## src/rtl/synth_pkg.sv

```systemverilog
// synth_pkg: shared widths, DAC constants, output-stage FSM states and frame builder
package synth_pkg;
  localparam int SUM_W = 14;
  localparam int DAC_W = 12;
  localparam int FRAME_W = 16;
  localparam logic [DAC_W-1:0] DAC_MAX = 12'd4095;
  localparam logic [1:0] PD_NORMAL = 2'b00;
  typedef enum logic [1:0] {IDLE, SHIFT, GAP} state_t;
  function automatic logic [FRAME_W-1:0] dac_frame(input logic [DAC_W-1:0] d);
    return {2'b00, PD_NORMAL, d};
  endfunction
endpackage

```

## src/rtl/dac_spi_out_if.sv

```systemverilog
// dac_spi_out_if: summed-wave input and SPI pin bundle of the DAC output stage
interface dac_spi_out_if;
  import synth_pkg::*;
  logic [SUM_W-1:0] wave;
  logic sample_tick;
  logic sync_n;
  logic sclk;
  logic sdata;
  logic busy;
  logic overrun;
  modport master (output wave, sample_tick, input sync_n, sclk, sdata, busy, overrun);
  modport slave (input wave, sample_tick, output sync_n, sclk, sdata, busy, overrun);
endinterface

```

## src/rtl/wave_scale_sat.sv

```systemverilog
// wave_scale_sat: right-shifts the summed wave by GAIN_SHIFT and saturates it to the DAC range
module wave_scale_sat
  import synth_pkg::*;
#(
  parameter int GAIN_SHIFT = 2
) (
  input  logic [SUM_W-1:0] wave_i,
  output logic [DAC_W-1:0] dac_o
);
  logic [SUM_W-1:0] scaled;
  // any bit above the DAC width means the scaled word exceeds full scale
  always_comb begin
    scaled = wave_i >> GAIN_SHIFT;
    dac_o = |scaled[SUM_W-1:DAC_W] ? DAC_MAX : scaled[DAC_W-1:0];
  end
endmodule

```

## src/rtl/dac_spi_out.sv

```systemverilog
// dac_spi_out: captures the summed wave on each sample tick and shifts it out as a 16-bit SPI DAC frame
module dac_spi_out
  import synth_pkg::*;
#(
  parameter int CLK_DIV = 2,
  parameter int GAIN_SHIFT = 2
) (
  input logic clk,
  input logic rst_n,
  dac_spi_out_if.slave bus
);
  localparam int DW = CLK_DIV > 1 ? $clog2(CLK_DIV) : 1;
  state_t state_q;
  logic [DW-1:0] div_q;
  logic [4:0] hp_q;
  logic [FRAME_W-1:0] sr_q;
  logic sync_n_q, sclk_q, busy_q, overrun_q;
  logic [DAC_W-1:0] dac;
  logic [FRAME_W-1:0] frame_d;
  logic half_end;
  wave_scale_sat #(.GAIN_SHIFT(GAIN_SHIFT)) u_scale (.wave_i(bus.wave), .dac_o(dac));
  assign frame_d = dac_frame(dac);
  assign half_end = div_q == DW'(CLK_DIV - 1);
  // frame FSM: divider sets the sclk half-period, sdata is the shift register MSB
  always_ff @(posedge clk or negedge rst_n) begin
    if (!rst_n) begin
      state_q <= IDLE;
      div_q <= '0;
      hp_q <= '0;
      sr_q <= '0;
      sync_n_q <= 1'b1;
      sclk_q <= 1'b1;
      busy_q <= 1'b0;
      overrun_q <= 1'b0;
    end else begin
      overrun_q <= bus.sample_tick && state_q != IDLE;
      case (state_q)
        IDLE: if (bus.sample_tick) begin
          sr_q <= frame_d;
          sync_n_q <= 1'b0;
          busy_q <= 1'b1;
          div_q <= '0;
          hp_q <= '0;
          state_q <= SHIFT;
        end
        SHIFT: if (half_end) begin
          div_q <= '0;
          sclk_q <= ~sclk_q;
          hp_q <= hp_q + 5'd1;
          if (!sclk_q) begin
            if (hp_q == 5'd31) begin
              sync_n_q <= 1'b1;
              sr_q <= '0;
              state_q <= GAP;
            end else sr_q <= {sr_q[FRAME_W-2:0], 1'b0};
          end
        end else div_q <= div_q + DW'(1);
        GAP: if (half_end) begin
          div_q <= '0;
          busy_q <= 1'b0;
          state_q <= IDLE;
        end else div_q <= div_q + DW'(1);
        default: state_q <= IDLE;
      endcase
    end
  end
  assign bus.sync_n = sync_n_q;
  assign bus.sclk = sclk_q;
  assign bus.sdata = sr_q[FRAME_W-1];
  assign bus.busy = busy_q;
  assign bus.overrun = overrun_q;
endmodule

```

## src/flat_wrapper.sv

```systemverilog
// flat-port wrapper written by rule: the top's interface ports become plain ports
module dac_spi_out_flat import synth_pkg::*;
#(
  parameter int CLK_DIV = 2,
  parameter int GAIN_SHIFT = 2
)
  (clk, rst_n, bus_wave, bus_sample_tick, bus_sync_n, bus_sclk, bus_sdata, bus_busy, bus_overrun);
  dac_spi_out_if bus_i ();
  input logic clk;
  input logic rst_n;
  input wire logic [$bits(bus_i.wave)-1:0] bus_wave;
  input wire logic [$bits(bus_i.sample_tick)-1:0] bus_sample_tick;
  output wire logic [$bits(bus_i.sync_n)-1:0] bus_sync_n;
  output wire logic [$bits(bus_i.sclk)-1:0] bus_sclk;
  output wire logic [$bits(bus_i.sdata)-1:0] bus_sdata;
  output wire logic [$bits(bus_i.busy)-1:0] bus_busy;
  output wire logic [$bits(bus_i.overrun)-1:0] bus_overrun;
  assign bus_i.wave = bus_wave;
  assign bus_i.sample_tick = bus_sample_tick;
  assign bus_sync_n = bus_i.sync_n;
  assign bus_sclk = bus_i.sclk;
  assign bus_sdata = bus_i.sdata;
  assign bus_busy = bus_i.busy;
  assign bus_overrun = bus_i.overrun;
  dac_spi_out #(.CLK_DIV(CLK_DIV), .GAIN_SHIFT(GAIN_SHIFT)) u_core (.clk(clk), .rst_n(rst_n), .bus(bus_i));
endmodule
```

## config.mk

```make
export PLATFORM = sky130hd
export DESIGN_NAME = dac_spi_out_flat
export DESIGN_NICKNAME = d
export VERILOG_FILES = /design/src/rtl/synth_pkg.sv /design/src/rtl/dac_spi_out_if.sv /design/src/rtl/wave_scale_sat.sv /design/src/rtl/dac_spi_out.sv /design/src/flat_wrapper.sv
export SDC_FILE = /design/constraint.sdc
export NUM_CORES = 1
export LEC_CHECK = 0
export CORE_UTILIZATION = 53
export DETAILED_ROUTE_END_ITERATION = 12
export GPL_TIMING_DRIVEN = 0
export PLACE_DENSITY_LB_ADDON = 0.1
export REMOVE_ABC_BUFFERS = 1
export SLEW_MARGIN = 10
export SYNTH_ARGS = -nofsm -noshare
export SYNTH_HDL_FRONTEND = slang
export SYNTH_SLANG_ARGS = --single-unit
export TNS_END_PERCENT = 50
```

## constraint.sdc

```tcl
create_clock -name clk -period 1.9 [get_ports clk]
set_input_delay 0.285 -clock clk [delete_from_list [all_inputs] [get_ports clk]]
set_output_delay 0.285 -clock clk [all_outputs]
set_load 0.05 [all_outputs]
```

* After elaboration in Yosys (flattened, before gate mapping) *
Cells that the tools add are included.

storage, ports and cells
  memory bits (writable) = 0
  bits in latches = 0
  memory bits (read-only) = 0
  input bits = 17
  output and inout bits = 5
  flip-flop bits (word level) = 28
  logic and storage cells = 57
  memories kept = 0

operators by class
  muxes and demuxes = 24
  $mul = 0
  equality and inequality tests = 8
  divide/modulo/power cells = 0
  $lt $le $gt $ge = 0
  add/subtract/negate cells = 2
  bitwise operators = 1
  shifts and indexed selects = 0
  reductions and logical operators = 14

operators with widths
  operator               count
  $mux W16               4
  $pmux W16 S2           1
  $mux W2                5
  $mux W5                2
  $pmux W5 S2            1
  $reduce_and A5 Y1      2
  $reduce_bool A2 Y1     4
  $mux W1                7
  $ne A2 B1 Y1 const B   3
  $pmux W1 S2            3
  $pmux W2 S3            1
  $reduce_and A3 Y1      2
  $add A5 B1 Y5 const B  1
  $eq A5 B5 Y1 const B   1
  $ne A2 B2 Y1 const B   2
  $reduce_and A2 Y1      2
  $reduce_and A4 Y1      1
  $eq A2 B1 Y1 const B   1
  $eq A2 B2 Y1 const B   1
  $logic_not A2 Y1       1
  $reduce_or A2 Y1       1
  $add A1 B1 Y1 const B  1
  $logic_and A1 B1 Y1    1
  $not A1 Y1             1

* Logic depth before layout (Yosys ltp) *
Gate-level depths: netlist of the first run.

  depth after elaboration = 5
  mapped depth = 7
  depth with buffers taken out = 6

* Hierarchy *
A second synthesis of the first run with hierarchy kept.

second synthesis, totals
  cells, all modules = 156
  area, all modules = 1529.0 um2

by module, submodules not included
  module          instances  cells each  seq. area each (um2)  area each (um2)
  dac_spi_out     1          144         703.2                 1438.9
  wave_scale_sat  1          12          0.0                   90.1

* Worst setup path after synthesis of the first run *
Ideal clock, no wire load.

  path type = register to register
  from = register u_core.hp_q[0]
  to = register u_core.sr_q[8]
  data required time = 1.821 ns
  path buffers = 1
  setup slack = 0.159 ns
  stages on the path, launching flop included = 8
  arrival time = 1.661 ns
  path through = dfrtp_1 -> ha_1 -> and3_1 -> ha_1 -> nor2b_1 -> buf_2 -> a21oi_1 -> mux2i_1

between the ends
  word-level cells in the longest chain between the ends = 5

RTL lines
  element                 line               source
  start, declared         dac_spi_out.sv:15  logic [4:0] hp_q;
  start signal, assigned  dac_spi_out.sv:49  hp_q <= hp_q + 5'd1;
  $eq A5 B5 Y1            dac_spi_out.sv:51  if (hp_q == 5'd31) begin
  $mux W16                dac_spi_out.sv:51
  $mux W16                dac_spi_out.sv:50  if (!sclk_q) begin
  $mux W16                dac_spi_out.sv:46  SHIFT: if (half_end) begin
  $pmux W16 S2            dac_spi_out.sv:37  case (state_q)
  end signal, assigned    dac_spi_out.sv:39  sr_q <= frame_d;
  end signal, assigned    dac_spi_out.sv:55  end else sr_q <= {sr_q[FRAME_W-2:0], 1'b0};
  end, declared           dac_spi_out.sv:16  logic [FRAME_W-1:0] sr_q;

Every way passes these cells. The select of a mux whose other input is x is not followed.
A chain may end at the register's enable or synchronous reset.

* Worst setup path in the final report of the first run *
  from = register u_core.hp_q[0]
  to = register u_core.state_q[0]

between the ends
  word-level cells in the longest chain between the ends = 3

RTL lines
  element                             line               source
  $eq A5 B5 Y1                        dac_spi_out.sv:51
  $ne A2 B1 Y1 (no source line)       -
  $reduce_and A5 Y1 (no source line)  -
  end signal, assigned                dac_spi_out.sv:54  state_q <= GAP;
  end signal, assigned                dac_spi_out.sv:61  state_q <= IDLE;
  end signal, assigned                dac_spi_out.sv:63  default: state_q <= IDLE;
  end, declared                       dac_spi_out.sv:13  state_t state_q;

Every way passes these cells.

==> results of run 1 <==
## power by group
| group | switching [mW] | leakage [nW] | internal (mW) |
|---|---|---|---|
| logic | 0.721 | 0.464 | 0.662 |
| clock network | 0.171 | 0.0150 | 0.0823 |
| registers | 0.192 | 0.347 | 0.846 |
## synthesized netlist by cell type, drive strengths merged
| library cell | count |
|---|---|
| nand3b | 2 |
| a22o | 5 |
| nor2b | 13 |
| o22ai | 1 |
| or2b | 1 |
| a21oi | 13 |
| dfrtp | 26 |
| nand4b | 2 |
| nand2 | 12 |
| and3 | 1 |
| nand2b | 3 |
| mux2i | 17 |
| o2bb2ai | 2 |
| dfstp | 2 |
| xnor2 | 1 |
| clkbuf | 3 |
| a221oi | 1 |
| and2b | 1 |
| a211oi | 1 |
| a31oi | 1 |
| and2 | 1 |
| o21ai | 3 |
| buf | 2 |
| ha | 6 |
| inv | 21 |
| or4b | 1 |
| mux2 | 1 |
| nand3 | 3 |
| nand4 | 1 |
## state kept, by name, summed over array words and instances (netlist names)
| signal | cells |
|---|---|
| u_core.bus.busy | 1 |
| u_core.bus.overrun | 1 |
| u_core.bus.sclk | 1 |
| u_core.bus.sync_n | 1 |
| u_core.div_q | 1 |
| u_core.hp_q | 5 |
| u_core.sr_q | 16 |
| u_core.state_q | 2 |
## worst max-delay path by stage
| stage | to | slack (ns) |
|---|---|---|
| 2_1_floorplan | u_core.sr_q[10] | -0.17 |
| 3_3_place_gp | u_core.sr_q[4] | -0.68 |
| 3_5_place_dp | u_core.sr_q[10] | -0.71 |
| 4_1_cts | u_core.bus.sync_n | 0.03 |
| 5_1_grt | u_core.state_q[0] | 0.01 |
| 6_report | u_core.state_q[0] | 0.08 |
## routing by layer
layer	vias up	global-route usage, %	wire, um
met4	0	7.50	31
met3	4	3.04	79
li1	542	-	-
met1	533	25.8	1270
met5	-	0	0
met2	22	34.6	1460
## kinds of logic after synthesis
family | share of synthesized area (%)
muxes | 12.3
xor gates and xnor gates | 0.582
and+or+nand+nor | 15.7
DFF | 46.7
buffers and inverters | 7.65
adders and majority gates | 4.99
AOI/OAI and AO/OA | 12.1
## layout by cell type, fill, tap and decap left out, drive strengths merged, types with 2 or more instances in the layout
master / n
inv: 21
a22o: 5
nand2: 12
o2bb2ai: 2
nand3b: 2
clkdlybuf4s50: 16
nand3: 3
nand2b: 3
dfrtp: 26
ha: 6
a21oi: 13
o21ai: 3
nand4b: 2
dlygate4sd2: 2
mux2i: 17
dfstp: 2
buf: 5
clkbuf: 4
nor2b: 13
## through the flow
stage               hold slack, ns  setup slack (ns)  util [%]
floorplan                  -0.0106            -0.170         -
detailed placement           0.502            -0.712      65.5
finish                       0.486            0.0828      71.1
CTS                          0.473            0.0294      68.6
global placement             0.503            -0.679      65.5
global route                 0.503            0.0144      71.1
## timing repair
item | CTS | global route
hold buffers | 0 | 1
hold endpoints to repair | 0 | 26
pin swaps | 0 | 2
resized for setup | 8 | 6
endpoints found under the setup margin | 25 | 22
setup buffers | 2 | 2
## cell type report
class / instances / area (um2)
Inverter: 21 / 78.8
Multi-Input combinational cell: 93 / 747
Timing Repair Buffer: 24 / 248
Tap cell: 30 / 37.5
Fill cell: 191 / 749
Clock buffer: 4 / 26.3
Sequential cell: 28 / 703
==> flow_metrics.env, run 1 <==
export IMPL_worstSetupStartpoint="u_core.hp_q[0]"
export IMPL_crit_cells=6
export IMPL_numPortBuffers=19
export IMPL_grt_pass1_vias=1105
export IMPL_via_count=1101
export IMPL_drive_gt1_share_pct=12.4
export IMPL_ys_warn_count=0
export IMPL_die_height_um=55.3
export IMPL_wl_per_cell_um=14.2
export IMPL_max_stage_delay_ns=0.44
export IMPL_std_cell_rows=18
export IMPL_drtPass1Iterations=4
export IMPL_power_density_nw_per_um2=1450
export IMPL_drc=0
export IMPL_hold_class="in2async"
export IMPL_fin_cells=200
export IMPL_fin_crit_sh_pct=95.6
export IMPL_fin_setup_tns_ns=0
export IMPL_clk_insertion_delay_late_ns=0.33
export IMPL_vdd_ir_drop_max_mv=1.22
export IMPL_arrival_ns=2.04
export IMPL_io_pins=22
export IMPL_wl_um=2840
export IMPL_synth_top_cell_area_share_pct=43.2
export IMPL_dieArea_um2=3060
export IMPL_p_total_mw=2.67
export IMPL_r2r_end="u_core.state_q[0]"
export IMPL_synth_cell_types=32
export IMPL_diodes=0
export IMPL_worstPathMaxFanout=5
export IMPL_end_kind="flip-flop"
export IMPL_skew_ns=0.00711
export IMPL_relSlewSlack_pct=58.1
export IMPL_cp_required_ns=2.13
export IMPL_setup_viol=0
export IMPL_cp_num_buf_inv=0
export IMPL_path_class="reg2reg"
export IMPL_drt_iter0_drc=25
export IMPL_rsz0062_at_grt="false"
export IMPL_cts_sink_count=28
export IMPL_r2r_setup_slack_ns=0.08
export IMPL_grt_total_usage_pct=20.2
export IMPL_power_leakage_nw=0.827
export IMPL_grt_max_degree=29
export IMPL_antenna_found_initial=0
export IMPL_numCtsBuffers=3
export IMPL_grt_first_pass_wirelength_um=4950
export IMPL_clk_pin_slew_ns=0.15
export IMPL_status="completed"
export IMPL_cts_tree="built"
export IMPL_clk_path_buf_depth=2
export IMPL_ys_ff_latch=28
export IMPL_setup_worst_path_start_class="flip-flop"
export IMPL_overflow=0
export IMPL_synth_top_cell_by_area="dfrtp_1"
export IMPL_place_gp_congestion=0.719
export IMPL_postSynthAreaPerCell_um2=10.2
export IMPL_fmax_mhz=550
export IMPL_antenna_left=0
export IMPL_die_w_um=55.3
export IMPL_core_area_um2=2590
export IMPL_synth_area_leaders="dfrtp_1, mux2i_1, nor2b_1"
export IMPL_slew_viol_final=0
export IMPL_final_hold_violation_count=0
export IMPL_post_dp_hpwl_um=1840
export IMPL_netlist_instances=147
export IMPL_fin_nets=194
export IMPL_cp_top_family="flip-flops"
export IMPL_place_area_um2=1700
export IMPL_maxCapViolations=0
export IMPL_rr_worst_depth=6
export IMPL_cp_slowest_cell="dfrtp_1"
export IMPL_timing_rr_start="u_core.hp_q[0]"
export IMPL_path_cells="ha_2, and3_4, ha_4, nand3b_1, a221oi_2, mux2_2"
export IMPL_worst_pin_slew_ns=0.629
export IMPL_synth_seq_area_share_pct=46.7
export IMPL_postLayoutCellArea_um2=1840
export IMPL_h_tree_depth=1
export IMPL_dp_cells=191
export IMPL_syn2layout_area_growth_pct=22.3
export IMPL_period_minus_slack_ns=1.82
export IMPL_initial_utilization_pct=58.1
export IMPL_mappedNetlistArea_um2=1510
export IMPL_vias_per_cell=5.51
export IMPL_cts_root_buf="clkbuf_4"
Power figures use the tool's default switching activity.
==> run 2: changes to the inputs <==
SYNTH_HIERARCHICAL = 1   (was not set)
==> run 2 against run 1 <==
Fmax decreased by 0.42%. Sequential power fell by 7%. Design area is 5.9% lower. Power fell by 16%. Routed wire length is 3.4% lower. Combinational power shrank 28%. Critical endpoint is now bus_busy. Largest cell class is now registers.
==> flow_metrics.env, run 2 <==
export IMPL_synth_seq_area_share_pct=46.0
export IMPL_grt_pass1_vias=1130
export IMPL_skew_ns=0.00559
export IMPL_rsz0062_at_grt="false"
export IMPL_end_kind="primary output"
export IMPL_drc=0
export IMPL_setup_worst_path_start_class="flip-flop"
export IMPL_wl_um=2750
export IMPL_numPortBuffers=19
export IMPL_final_common_cell="dfrtp_1"
export IMPL_cp_top_family="buffers and inverters"
export IMPL_cts_tree="built"
export IMPL_hold_class="in2async"
export IMPL_cp_slowest_cell="clkdlybuf4s50_1"
export IMPL_worst_pin_slew_ns=0.605
export IMPL_p_total_mw=2.24
export IMPL_clk_insertion_delay_late_ns=0.33
export IMPL_grt_total_usage_pct=19.6
export IMPL_final_cell_mix="dfrtp_1, inv_1, clkdlybuf4s50_1, nand2_1, nor2_1"
export IMPL_antenna_left=0
export IMPL_grt_max_degree=29
export IMPL_cts_root_buf="clkbuf_4"
export IMPL_netlist_top_cells_count="dfrtp_1, inv_1, nand2_1"
export IMPL_relSlewSlack_pct=59.7
export IMPL_path_cells="clkdlybuf4s50_1"
export IMPL_diodes=0
export IMPL_period_minus_slack_ns=1.82
export IMPL_die_w_um=55.7
export IMPL_largestRegisters="u_core/sr_q x16, u_core/hp_q x5, u_core/state_q x2"
export IMPL_ys_flop_type="dfrtp_1"
export IMPL_die_height_um=55.7
export IMPL_grt_first_pass_wirelength_um=4860
export IMPL_slew_viol_final=0
export IMPL_fin_nets=189
export IMPL_synth_area_leaders="dfrtp_1, a221o_1, buf_4"
export IMPL_synth_top_cell_by_area="dfrtp_1"
export IMPL_path_class="reg2out"
export IMPL_fillers=227
export IMPL_std_cell_rows=19
export IMPL_cp_required_ns=1.62
export IMPL_dieArea_um2=3100
export IMPL_largest_reg_flops=16
export IMPL_vias_per_cell=5.71
export IMPL_fin_setup_tns_ns=0
export IMPL_ys_ff_latch=28
export IMPL_power_density_nw_per_um2=1300
export IMPL_overflow=0
export IMPL_fin_crit_sh_pct=96.0
export IMPL_clk_pin_slew_ns=0.15
export IMPL_power_leakage_nw=0.831
export IMPL_setup_viol=0
export IMPL_io_pins=22
export IMPL_postSynthAreaPerCell_um2=9.80
export IMPL_status="completed"
export IMPL_h_tree_depth=1
export IMPL_numCtsBuffers=3
export IMPL_wl_per_cell_um=14.1
export IMPL_final_hold_violation_count=0
export IMPL_arrival_ns=1.54
export IMPL_fmax_mhz=548
export IMPL_drtPass1Iterations=4
export IMPL_maxCapViolations=0
export IMPL_ys_warn_count=6
export IMPL_netlist_instances=156
export IMPL_synth_top_cell_area_share_pct=42.6
export IMPL_syn2layout_area_growth_pct=13.3
export IMPL_worstPathMaxFanout=3
export IMPL_vdd_ir_drop_max_mv=1.33
export IMPL_drt_iter0_drc=31
export IMPL_drive_gt1_share_pct=11.0
export IMPL_mappedNetlistArea_um2=1530
export IMPL_largest_register="u_core/sr_q"
export IMPL_initial_utilization_pct=55.9
export IMPL_clk_path_buf_depth=2
export IMPL_via_count=1114
export IMPL_cts_sink_count=28
export IMPL_yosysMostFrequentCell="dfrtp_1"
export IMPL_place_gp_congestion=0.750
export IMPL_antenna_found_initial=0
export IMPL_post_dp_hpwl_um=1830
export IMPL_cp_num_buf_inv=1
export IMPL_synth_cell_types=34
export IMPL_core_area_um2=2730
export IMPL_fin_hold_ws_ns=0.477
export IMPL_async_flop_share_pct=100
export IMPL_synth_edf_count=0
export IMPL_max_stage_delay_ns=0.81
-- run 2: metal layers --
metal	global-route usage [%]	part of all wire (%)	vias to the layer above
met2	34.6	49	19
met4	1.79	0	0
li1	-	-	537
met5	0	0	-
met3	5.12	4.0	0
met1	25.2	47	558
-- run 2: power by group --
part           internal [mW]  switching (mW)
combinational          0.464           0.524
sequential             0.797           0.168
clock                  0.117           0.172
-- run 2: kinds of logic after synthesis --
| logic type | count (synthesis) | synth area share (%) |
|---|---|---|
| xor+xnor | 1 | 0.573 |
| simple gates | 49 | 16.2 |
| buf+inv | 38 | 13.6 |
| mux | 5 | 3.27 |
| compound gates | 28 | 14.6 |
| flops | 28 | 46.0 |
| fa+ha+maj | 7 | 5.73 |
-- run 2: path summary, 6_finish.rpt --
check / startpoint / end / slack, ns / cells after the start
worst max-delay path: u_core/bus.busy / bus_busy / 0.08 / 1
worst min-delay path: rst_n / u_core/div_q / 0.48 / 2
worst max register to register: u_core/state_q[0] / u_core/sr_q[10] / 0.09 / 5
worst min register to register: u_core/bus.sync_n / u_core/bus.sync_n / 0.48 / 2
max in group asynchronous: rst_n / u_core/hp_q[0] / 1.00 / 2
min in group clk: u_core/bus.sync_n / u_core/bus.sync_n / 0.48 / 2
-- run 2: layout make-up --
class	count	area [um2]	area share (%)
inverters	19	71.3	4.12
multi-input cells	91	673	38.9
repair buffers	22	208	12.0
clock buffers	4	36.3	2.10
flip-flops and latches	28	704	40.7
well taps	31	38.8	2.24
-- run 2: what timing repair did --
item / CTS / global route
hold endpoints to repair: 0 / 26
setup buffers: 0 / 2
hold buffers: 0 / 1
pin swaps: 0 / 2
setup endpoints to repair: 19 / 16
gates resized for setup: 8 / 6
gates cloned: 0 / 1
-- run 2: through the flow --
step | worst slack, ns | cell area (um2) | utilization, % | std cells
detailed placement | -0.461 | 1620 | 59.3 | 187
finish | 0.0751 | 1730 | 63.3 | 195
global placement | -0.401 | 1620 | 59.3 | 187
global route | 0.00539 | 1730 | 63.3 | 195
CTS | 0.00670 | 1680 | 61.5 | 191
floorplan | -0.0515 | 1390 | - | 137
==> run 3: changes to the inputs <==
CTS_CLUSTER_SIZE = 25   (was not set)
==> results of run 3 <==
Final layout, timing and power as in run 2 (identical DEF).
